$ cat config.mk
export PLATFORM = sky130hd
export DESIGN_NAME = sc_mask_split
export DESIGN_NICKNAME = d
export VERILOG_FILES = /design/src/rtl/sc_mask_split_pkg.sv /design/src/rtl/sc_lowbit_encoder.sv /design/src/rtl/sc_mask_split.sv
export SDC_FILE = /design/constraint.sdc
export NUM_CORES = 1
export LEC_CHECK = 0
export BUFFER_PORTS_ARGS = -buffer_cell sky130_fd_sc_hd__buf_2
export CORE_MARGIN = 3
export CORE_UTILIZATION = 30
export DETAILED_ROUTE_END_ITERATION = 12
export PLACE_DENSITY = 0.52
export SYNTH_ARGS = -nofsm -noshare
export SYNTH_HDL_FRONTEND = slang
export SYNTH_HIERARCHICAL = 1
export SYNTH_SLANG_ARGS = --single-unit
$ cat constraint.sdc
create_clock -name SC_MASK_SPLIT_CLOCK_50 -period 5 [get_ports SC_MASK_SPLIT_CLOCK_50]
set_input_delay 1 -clock SC_MASK_SPLIT_CLOCK_50 [delete_from_list [all_inputs] [get_ports SC_MASK_SPLIT_CLOCK_50]]
set_output_delay 1 -clock SC_MASK_SPLIT_CLOCK_50 [all_outputs]
set_load 0.01 [all_outputs]
$ cat src/rtl/sc_mask_split_pkg.sv
// sc_mask_split_pkg
//   Shared definitions for the mask splitter: default widths and the
//   FSM state encoding used by sc_mask_split.
package sc_mask_split_pkg;

  localparam int DATAWIDTH  = 8;
  localparam int INDEXWIDTH = 3;

  localparam logic [1:0] STATE_IDLE = 2'b00;
  localparam logic [1:0] STATE_EMIT = 2'b01;
  localparam logic [1:0] STATE_DONE = 2'b10;

  typedef enum logic [1:0] {
    ST_IDLE = STATE_IDLE,
    ST_EMIT = STATE_EMIT,
    ST_DONE = STATE_DONE
  } state_e;

endpackage

$ cat src/rtl/sc_lowbit_encoder.sv
// sc_lowbit_encoder
//   Purely combinational lowest-set-bit extractor.
//   Ports:
//     word      - input word
//     low_mask  - one-hot mask of the lowest set bit (0 when word is 0)
//     low_index - position of that bit (0 when word is 0)
//     any_set   - 1 when word has at least one bit set
module sc_lowbit_encoder #(
  parameter int NUMBER_DATAWIDTH  = 8,
  parameter int NUMBER_INDEXWIDTH = 3
) (
  input  logic [NUMBER_DATAWIDTH-1:0]  word,
  output logic [NUMBER_DATAWIDTH-1:0]  low_mask,
  output logic [NUMBER_INDEXWIDTH-1:0] low_index,
  output logic                         any_set
);

  localparam logic [NUMBER_DATAWIDTH-1:0] DATA_ONE = {{(NUMBER_DATAWIDTH-1){1'b0}}, 1'b1};

  logic [NUMBER_DATAWIDTH-1:0]  low_mask_s;
  logic [NUMBER_INDEXWIDTH-1:0] low_index_s;

  // Isolate the lowest set bit (two's complement trick) and encode its position.
  always_comb begin
    low_mask_s  = word & (~word + DATA_ONE);
    low_index_s = {NUMBER_INDEXWIDTH{1'b0}};
    for (int i = 0; i < NUMBER_DATAWIDTH; i++) begin
      // low_mask_s is one-hot, so OR-ing the selected positions yields the index.
      low_index_s = low_index_s |
                    (low_mask_s[i] ? NUMBER_INDEXWIDTH'(i) : {NUMBER_INDEXWIDTH{1'b0}});
    end
  end

  assign low_mask  = low_mask_s;
  assign low_index = low_index_s;
  assign any_set   = |word;

endmodule

$ cat src/rtl/sc_mask_split.sv
// sc_mask_split
//   Splits a word into its one-hot components, lowest set bit first, one
//   component per valid/ack handshake. All outputs are registered.
//   Ports:
//     SC_MASK_SPLIT_CLOCK_50     - clock, rising edge
//     SC_MASK_SPLIT_RESET_InLow  - asynchronous active-low reset
//     SC_MASK_SPLIT_data_In      - word to split
//     SC_MASK_SPLIT_load_In      - load request (honoured only while idle)
//     SC_MASK_SPLIT_ack_In       - consumer accepts current component
//     SC_MASK_SPLIT_clear_In     - synchronous abort back to idle
//     SC_MASK_SPLIT_ready_Out    - idle, can accept a load
//     SC_MASK_SPLIT_valid_Out    - mask/index hold a valid component
//     SC_MASK_SPLIT_mask_Out     - one-hot component
//     SC_MASK_SPLIT_index_Out    - bit position of mask_Out
//     SC_MASK_SPLIT_count_Out    - components emitted for the current word
//     SC_MASK_SPLIT_done_Out     - one-cycle pulse after the last component
module sc_mask_split
  import sc_mask_split_pkg::*;
#(
  parameter int NUMBER_DATAWIDTH  = DATAWIDTH,
  parameter int NUMBER_INDEXWIDTH = INDEXWIDTH
) (
  input  logic                         SC_MASK_SPLIT_CLOCK_50,
  input  logic                         SC_MASK_SPLIT_RESET_InLow,
  input  logic [NUMBER_DATAWIDTH-1:0]  SC_MASK_SPLIT_data_In,
  input  logic                         SC_MASK_SPLIT_load_In,
  input  logic                         SC_MASK_SPLIT_ack_In,
  input  logic                         SC_MASK_SPLIT_clear_In,
  output logic                         SC_MASK_SPLIT_ready_Out,
  output logic                         SC_MASK_SPLIT_valid_Out,
  output logic [NUMBER_DATAWIDTH-1:0]  SC_MASK_SPLIT_mask_Out,
  output logic [NUMBER_INDEXWIDTH-1:0] SC_MASK_SPLIT_index_Out,
  output logic [NUMBER_INDEXWIDTH:0]   SC_MASK_SPLIT_count_Out,
  output logic                         SC_MASK_SPLIT_done_Out
);

  localparam logic [NUMBER_INDEXWIDTH:0] COUNT_ONE = {{NUMBER_INDEXWIDTH{1'b0}}, 1'b1};

  state_e                       state_r,  state_next_s;
  logic [NUMBER_DATAWIDTH-1:0]  work_r,   work_next_s;
  logic [NUMBER_INDEXWIDTH:0]   count_r,  count_next_s;
  logic [NUMBER_DATAWIDTH-1:0]  mask_r,   mask_next_s;
  logic [NUMBER_INDEXWIDTH-1:0] index_r,  index_next_s;
  logic                         valid_r,  valid_next_s;
  logic                         ready_r,  ready_next_s;
  logic                         done_r,   done_next_s;

  logic [NUMBER_DATAWIDTH-1:0]  enc_mask_s;
  logic [NUMBER_INDEXWIDTH-1:0] enc_index_s;
  logic                         enc_any_s;

  // The encoder looks at the next work value, so the component presented
  // after an ack is already the following bit (one component per cycle).
  sc_lowbit_encoder #(
    .NUMBER_DATAWIDTH (NUMBER_DATAWIDTH),
    .NUMBER_INDEXWIDTH(NUMBER_INDEXWIDTH)
  ) u_lowbit (
    .word     (work_next_s),
    .low_mask (enc_mask_s),
    .low_index(enc_index_s),
    .any_set  (enc_any_s)
  );

  // Next-state, work-register and counter logic; clear beats ack beats load.
  always_comb begin
    state_next_s = state_r;
    work_next_s  = work_r;
    count_next_s = count_r;
    if (SC_MASK_SPLIT_clear_In) begin
      state_next_s = ST_IDLE;
      work_next_s  = {NUMBER_DATAWIDTH{1'b0}};
      count_next_s = {(NUMBER_INDEXWIDTH+1){1'b0}};
    end else begin
      case (state_r)
        ST_IDLE: begin
          if (SC_MASK_SPLIT_load_In) begin
            work_next_s  = SC_MASK_SPLIT_data_In;
            count_next_s = {(NUMBER_INDEXWIDTH+1){1'b0}};
            if (SC_MASK_SPLIT_data_In != {NUMBER_DATAWIDTH{1'b0}}) begin
              state_next_s = ST_EMIT;
            end else begin
              state_next_s = ST_DONE;
            end
          end else begin
            state_next_s = ST_IDLE;
          end
        end
        ST_EMIT: begin
          if (SC_MASK_SPLIT_ack_In) begin
            // mask_r is the bit just accepted; drop it from the work word.
            work_next_s  = work_r & ~mask_r;
            count_next_s = count_r + COUNT_ONE;
            if ((work_r & ~mask_r) != {NUMBER_DATAWIDTH{1'b0}}) begin
              state_next_s = ST_EMIT;
            end else begin
              state_next_s = ST_DONE;
            end
          end else begin
            state_next_s = ST_EMIT;
          end
        end
        ST_DONE: begin
          state_next_s = ST_IDLE;
        end
        default: begin
          state_next_s = ST_IDLE;
          work_next_s  = {NUMBER_DATAWIDTH{1'b0}};
          count_next_s = {(NUMBER_INDEXWIDTH+1){1'b0}};
        end
      endcase
    end
  end

  // Output values for the next cycle, all derived from the next state.
  always_comb begin
    valid_next_s = (state_next_s == ST_EMIT);
    ready_next_s = (state_next_s == ST_IDLE);
    done_next_s  = (state_next_s == ST_DONE) && !SC_MASK_SPLIT_clear_In;
    if (valid_next_s && enc_any_s) begin
      mask_next_s  = enc_mask_s;
      index_next_s = enc_index_s;
    end else begin
      mask_next_s  = {NUMBER_DATAWIDTH{1'b0}};
      index_next_s = {NUMBER_INDEXWIDTH{1'b0}};
    end
  end

  // State, work and output registers.
  always_ff @(posedge SC_MASK_SPLIT_CLOCK_50 or negedge SC_MASK_SPLIT_RESET_InLow) begin
    if (!SC_MASK_SPLIT_RESET_InLow) begin
      state_r <= ST_IDLE;
      work_r  <= {NUMBER_DATAWIDTH{1'b0}};
      count_r <= {(NUMBER_INDEXWIDTH+1){1'b0}};
      mask_r  <= {NUMBER_DATAWIDTH{1'b0}};
      index_r <= {NUMBER_INDEXWIDTH{1'b0}};
      valid_r <= 1'b0;
      ready_r <= 1'b1;
      done_r  <= 1'b0;
    end else begin
      state_r <= state_next_s;
      work_r  <= work_next_s;
      count_r <= count_next_s;
      mask_r  <= mask_next_s;
      index_r <= index_next_s;
      valid_r <= valid_next_s;
      ready_r <= ready_next_s;
      done_r  <= done_next_s;
    end
  end

  assign SC_MASK_SPLIT_ready_Out = ready_r;
  assign SC_MASK_SPLIT_valid_Out = valid_r;
  assign SC_MASK_SPLIT_mask_Out  = mask_r;
  assign SC_MASK_SPLIT_index_Out = index_r;
  assign SC_MASK_SPLIT_count_Out = count_r;
  assign SC_MASK_SPLIT_done_Out  = done_r;

endmodule

Yosys cells after proc, flatten, opt, wreduce, memory -nomap -nowiden
Cells that the tools add are included.
Storage, ports and cells
  bits in registers: 28
  input port bits: 13
  output and inout bits: 18
  word-level logic and storage cells: 59
Operators by class
  add/sub/neg operators: 2
  equal/unequal tests: 7
  mux-type cells: 23
  bitwise logic cells: 10
  reduce and logical (&&, ||, !) cells: 9
Operator list (count)
  $mux 8: 4
  $pmux 8 s3: 1
  $or 3x3->3: 6
  $and 8x8->8: 2
  $not 8->8: 2
  $reduce_bool 8->1: 2
  $mux 3: 5
  $mux 2: 7
  $mux 4: 3
  $pmux 4 s3: 1
  $add 8x1->8 const B: 1
  $reduce_or 8->1: 1
  $ne 3x3->1 const B: 2
  $add 4x1->4 const B: 1
  $eq 2x1->1 const B: 2
  $eq 2x2->1 const B: 2
  $logic_not 2->1: 2
  $pmux 2 s2: 1
  $reduce_and 3->1: 1
  $logic_and 1x1->1: 2
  $ne 2x2->1 const B: 1
  $logic_not 1->1: 1
  $mux 1: 1

Depth between registers and ports, before layout
  depth after elaboration: 16
  depth in mapped cells: 13
  depth with buffers taken out: 10

Modules after synthesis
Netlist, hierarchy kept.
Modules (own cells, without submodules)
  sc_mask_split: times used 1, cells each 126, area an instance 1268.7 µm², seq. area each 701.9 µm²
  sc_lowbit_encoder: times used 1, cells each 24, area an instance 146.4 µm², seq. area each 0.0 µm²

Worst setup path after synthesis
Ideal clock, no wire load.
  kind: input-to-reg
  from: input SC_MASK_SPLIT_load_In
  to: register index_r[0] (netlist: SC_MASK_SPLIT_index_Out[0])
  library setup time: 0.126 ns
  data arrival time: 3.108 ns
  required time: 4.874 ns
  path slack: 1.766 ns
  stages: 12
  buffers on the path: 2
  path through: nor3b_2 nor2_1 buf_2 o21ai_1 a21oi_1 or4_4 nor3_2 nand2_1 and3b_1 a32oi_1 buf_2 a21boi_1
Between the ends
  elaborated cells between the ends (all ways): 23
  classes of those cells: add/sub (1); eq/ne (1); mux (11); bitwise (8); reduce/logical (2)
RTL lines
  start: declaration: RTL line sc_mask_split.sv:26  | input logic SC_MASK_SPLIT_load_In,
  $mux 8: RTL line sc_mask_split.sv:76  | if (SC_MASK_SPLIT_load_In) begin
  $pmux 8 s3: RTL line sc_mask_split.sv:74  | case (state_r)
  $mux 8: RTL line sc_mask_split.sv:69  | if (SC_MASK_SPLIT_clear_In) begin
  net work_next_s[1]: RTL line sc_mask_split.sv:40  | logic [NUMBER_DATAWIDTH-1:0] work_r, work_next_s;
  $reduce_or 8->1: RTL line sc_lowbit_encoder.sv:36  | assign any_set = |word;
  net enc_any_s: RTL line sc_mask_split.sv:50  | logic enc_any_s;
  $logic_and 1x1->1: RTL line sc_mask_split.sv:119  | if (valid_next_s && enc_any_s) begin
  $mux 3: RTL line sc_mask_split.sv:119
  net index_next_s[0]: RTL line sc_mask_split.sv:43  | logic [NUMBER_INDEXWIDTH-1:0] index_r, index_next_s;
  end signal: assignment: RTL line sc_mask_split.sv:135  | index_r <= {NUMBER_INDEXWIDTH{1'b0}};
  end signal: assignment: RTL line sc_mask_split.sv:144  | index_r <= index_next_s;
  end: declaration: RTL line sc_mask_split.sv:43
The timed path passes the listed nets, and every way through them passes these cells.
A chain may end at the register's enable or synchronous reset.

Worst setup path after layout
  from: input SC_MASK_SPLIT_load_In
  to: register mask_r[6] (netlist: SC_MASK_SPLIT_mask_Out[6])
Between the ends
  elaborated cells between the ends (all ways): 13
  classes of those cells: add/sub (1); eq/ne (1); mux (7); bitwise (2); reduce/logical (2)
RTL lines
  $mux 8: RTL line sc_mask_split.sv:76
  $pmux 8 s3: RTL line sc_mask_split.sv:74
  $mux 8: RTL line sc_mask_split.sv:69
  net work_next_s[0]: RTL line sc_mask_split.sv:40
  $reduce_or 8->1: RTL line sc_lowbit_encoder.sv:36
  net enc_any_s: RTL line sc_mask_split.sv:50
  $logic_and 1x1->1: RTL line sc_mask_split.sv:119
  $mux 8: RTL line sc_mask_split.sv:119
  net mask_next_s[6]: RTL line sc_mask_split.sv:42  | logic [NUMBER_DATAWIDTH-1:0] mask_r, mask_next_s;
  end signal: assignment: RTL line sc_mask_split.sv:134  | mask_r <= {NUMBER_DATAWIDTH{1'b0}};
  end signal: assignment: RTL line sc_mask_split.sv:143  | mask_r <= mask_next_s;
  end: declaration: RTL line sc_mask_split.sv:42
The timed path passes the listed nets, and every way through them passes these cells.

==> run_results.csv <==
group,metric,value,unit
floorplan,core_area,4444,um2
timing,relSlewSlack,0.4112,
timing,worst_slack,1.163,ns
global_routing,overflow,0,
clocking,htree_levels,1,
worst_hold_path,holdCritPathClass,"reg2reg",
global_routing,grt_usage,0.1403,
timing,setup_viol,0,
routing,remaining_drc_errors,0,
routing,routedWlPerCell,15.32,um
synth,yosysWarnings,6,
finish,syn2layout_area_growth,17.06,%
floorplan,die_y,74.68,um
timing,rsz0062_at_grt,"false",
synth,yosysTopAreaCell,"dfrtp_1",
timing,skew,0.01484,ns
synth,synth_top_area_frac,0.4775,
placement,dp_cells,225,
floorplan,die_x,74.68,um
setup_path,cp.required,5.14,ns
clocking,clkLatencyLatePin,0.28,ns
timing,timing.final.crit_share,0.7675,
finish,fin_cells,230,
power,leakage,0.8011,nW
routing,dr.pass1.iters,4,
clocking,cts_buffers,3,
routing,drt_iter0_markers,51,
floorplan,io-pin-count,31,
finish,drive_gt1_frac,0.2360,
global_routing,antenna_found_initial,0,
routing,wl_met2,1.567,mm
routing,met3WireLength,193,um
timing,setup_tns,0,ns
timing,worstMarginPinSlew,0.8800,ns
placement,dp_hpwl,2.643,mm
clocking,clkTransAtPathRegs,0.09,ns
power,ir_worst_vdd,0.1186,mV
timing,fin_crit,3.837,ns
global_routing,grt_pass1_vias,1158,
clocking,cts_tree,"done",
clocking,cts.sinks,28,
finish,nets,193,
clocking,hold_buffers,0,
setup_path,crit_arrival,3.97,ns
floorplan,die_area,5577,um2
setup_path,critPathLaunchType,"primary input",
routing,viasPerCell,5.274,
routing,wl_met1,1.728,mm
routing,vias,1213,
placement,gp_congestion,0.7571,
routing,postRouteWirelength,3.523,mm
placement,dpl_cell_area,1597,um2
finish,design_area,1657,um2
routing,routed.top_layer,"met4",
global_routing,grt_pass1_wl,5.858,mm
clocking,cts-root-buf,"clkbuf_8",
synth,synth-seq-area-share,0.4960,
synth,netlist_area,1415,um2
placement,io_buffers,30,
clocking,cts_setup_buffers,0,
floorplan,rows,24,
synth,synthCells,150,
synth,avgSynthCellArea,9.434,um2
setup_path,end_kind,"flip-flop",
routing,ant_nets,0,
timing,slew_viol_final,0,
clocking,cts_buffer_depth,2,
setup_path,critPathKind,"in2reg",
setup_path,worstPathMaxFanout,14,
placement,dp_slack,0.8309,ns
power,power_density,307.2,nW/um2
clocking,cts-resized-gates,0,
synth,ys_ff_latch,28,
global_routing,grt_max_degree,29,
outcome,status,"complete, no violations",
flow_run,maxCapViolCount,0,
synth,syn_nets,164,
synth,yosys-top-cells-area,"dfrtp_1, a21boi_1, nor2_1",
timing,fmax,0.2606,GHz
floorplan,initial_core_util,0.3184,
timing,hold_violations,0,
synth,yosysUniqueCellTypes,38,
finish,diodes,0,
state kept, by name (all words and copies together) (netlist names):
name                     flops
work_r                       8
SC_MASK_SPLIT_valid_Out      1
SC_MASK_SPLIT_count_Out      4
SC_MASK_SPLIT_done_Out       1
state_r                      2
SC_MASK_SPLIT_index_Out      3
SC_MASK_SPLIT_ready_Out      1
SC_MASK_SPLIT_mask_Out       8
worst max-delay path, cell delays in order:
cell,delay [ns]
buf_2,0.07
nor3b_2,0.58
nor2_1,0.41
o21ai_1,0.23
a21oi_1,0.22
or4_4,0.57
nor3_2,0.16
nand2_1,0.12
and3b_1,0.18
a32oi_1,0.14
buf_4,0.20
a21boi_1,0.08
metal layers:
metal,GRT usage,up-vias
met2,0.2078,36
met3,0.02937,5
li1,-,581
met5,0,-
met4,0.03557,0
met1,0.2091,591
power breakdown:
group	internal, mW	switching (mW)	total [mW]
clock	0.0706	0.0702	0.141
combinational	0.0439	0.0743	0.118
sequential	0.241	0.00867	0.250
total	0.356	0.153	0.509
layout make-up:
type | instances | area (um2)
inverters | 8 | 30.03
clock buffers | 4 | 55.05
multi-input cells | 106 | 641.9
repair buffers | 32 | 162.7
fillers | 476 | 2788
well taps | 52 | 65.06
flip-flops and latches | 28 | 701.9
final timing paths:
path                                                  from                          to  slack (ns)  cells past startpoint
worst max-delay path                 SC_MASK_SPLIT_load_In   SC_MASK_SPLIT_mask_Out[6]        1.16                     12
worst min-delay path            SC_MASK_SPLIT_count_Out[3]  SC_MASK_SPLIT_count_Out[3]        0.56                      2
worst max register to register                  state_r[1]   SC_MASK_SPLIT_mask_Out[6]        1.51                     11
worst min register to register  SC_MASK_SPLIT_count_Out[3]  SC_MASK_SPLIT_count_Out[3]        0.56                      2
max in group asynchronous        SC_MASK_SPLIT_RESET_InLow   SC_MASK_SPLIT_mask_Out[6]        3.85                      1
min in group asynchronous        SC_MASK_SPLIT_RESET_InLow  SC_MASK_SPLIT_count_Out[0]        0.72                      1
synth_stat cells, drive strengths merged:
cell     count
a21o         2
a211oi       2
nand2       11
dfrtp       27
ha           1
and2         1
dfstp        1
nand2b       5
buf          7
nor3b        4
o21bai       1
nor2b        4
a21oi       12
o311ai       1
nor2        18
or4          3
or2b         1
o21ai       12
clkbuf       1
o2111ai      1
nand3        1
o31ai        2
nor3         1
and3b        1
inv          8
o21a         1
a2bb2o       2
a21boi      11
nor4         4
o221ai       1
o211ai       1
a32oi        1
mux2i        1
stage by stage:
step,hold slack [ns],power (mW),util
6_report,0.5603,0.5089,0.3727
5_1_grt,0.6025,0.5417,0.3727
4_1_cts,0.5709,0.5136,0.3716
3_5_place_dp,0.5582,0.3723,0.3592
3_3_place_gp,0.5404,0.3703,0.3592
2_1_floorplan,0.5659,0.3362,-
layout by cell type, fill, tap and decap left out, drive strengths merged:
| cell type | count |
|---|---|
| buf | 32 |
| dfrtp | 27 |
| nor2 | 18 |
| a21oi | 12 |
| o21ai | 12 |
| nand2 | 11 |
| a21boi | 11 |
| inv | 8 |
| nand2b | 5 |
| nor2b | 4 |
| nor4 | 4 |
| clkbuf | 4 |
| nor3b | 4 |
| or4 | 3 |
| o31ai | 2 |
| a2bb2o | 2 |
| a21o | 2 |
| a211oi | 2 |
| dfstp | 1 |
| o221ai | 1 |
| o2111ai | 1 |
| or2b | 1 |
| o311ai | 1 |
| and3b | 1 |
| a32oi | 1 |
| o21a | 1 |
| o21bai | 1 |
| o211ai | 1 |
| mux2i | 1 |
| nand3 | 1 |
| ha | 1 |
| nor3 | 1 |
| and2 | 1 |
logic make-up (layout without fill, tap and decap cells):
logic type | count (synthesis) | after routing | share of synthesized area
DFF | 28 | 28 | 0.4960
buffers and inverters | 16 | 44 | 0.05040
and+or+nand+nor | 54 | 54 | 0.2078
AOI/OAI and AO/OA | 50 | 50 | 0.2299
muxes | 1 | 1 | 0.007074
adders and majority gates | 1 | 1 | 0.008840
Note: power is estimated with default switching activity, not from simulation.
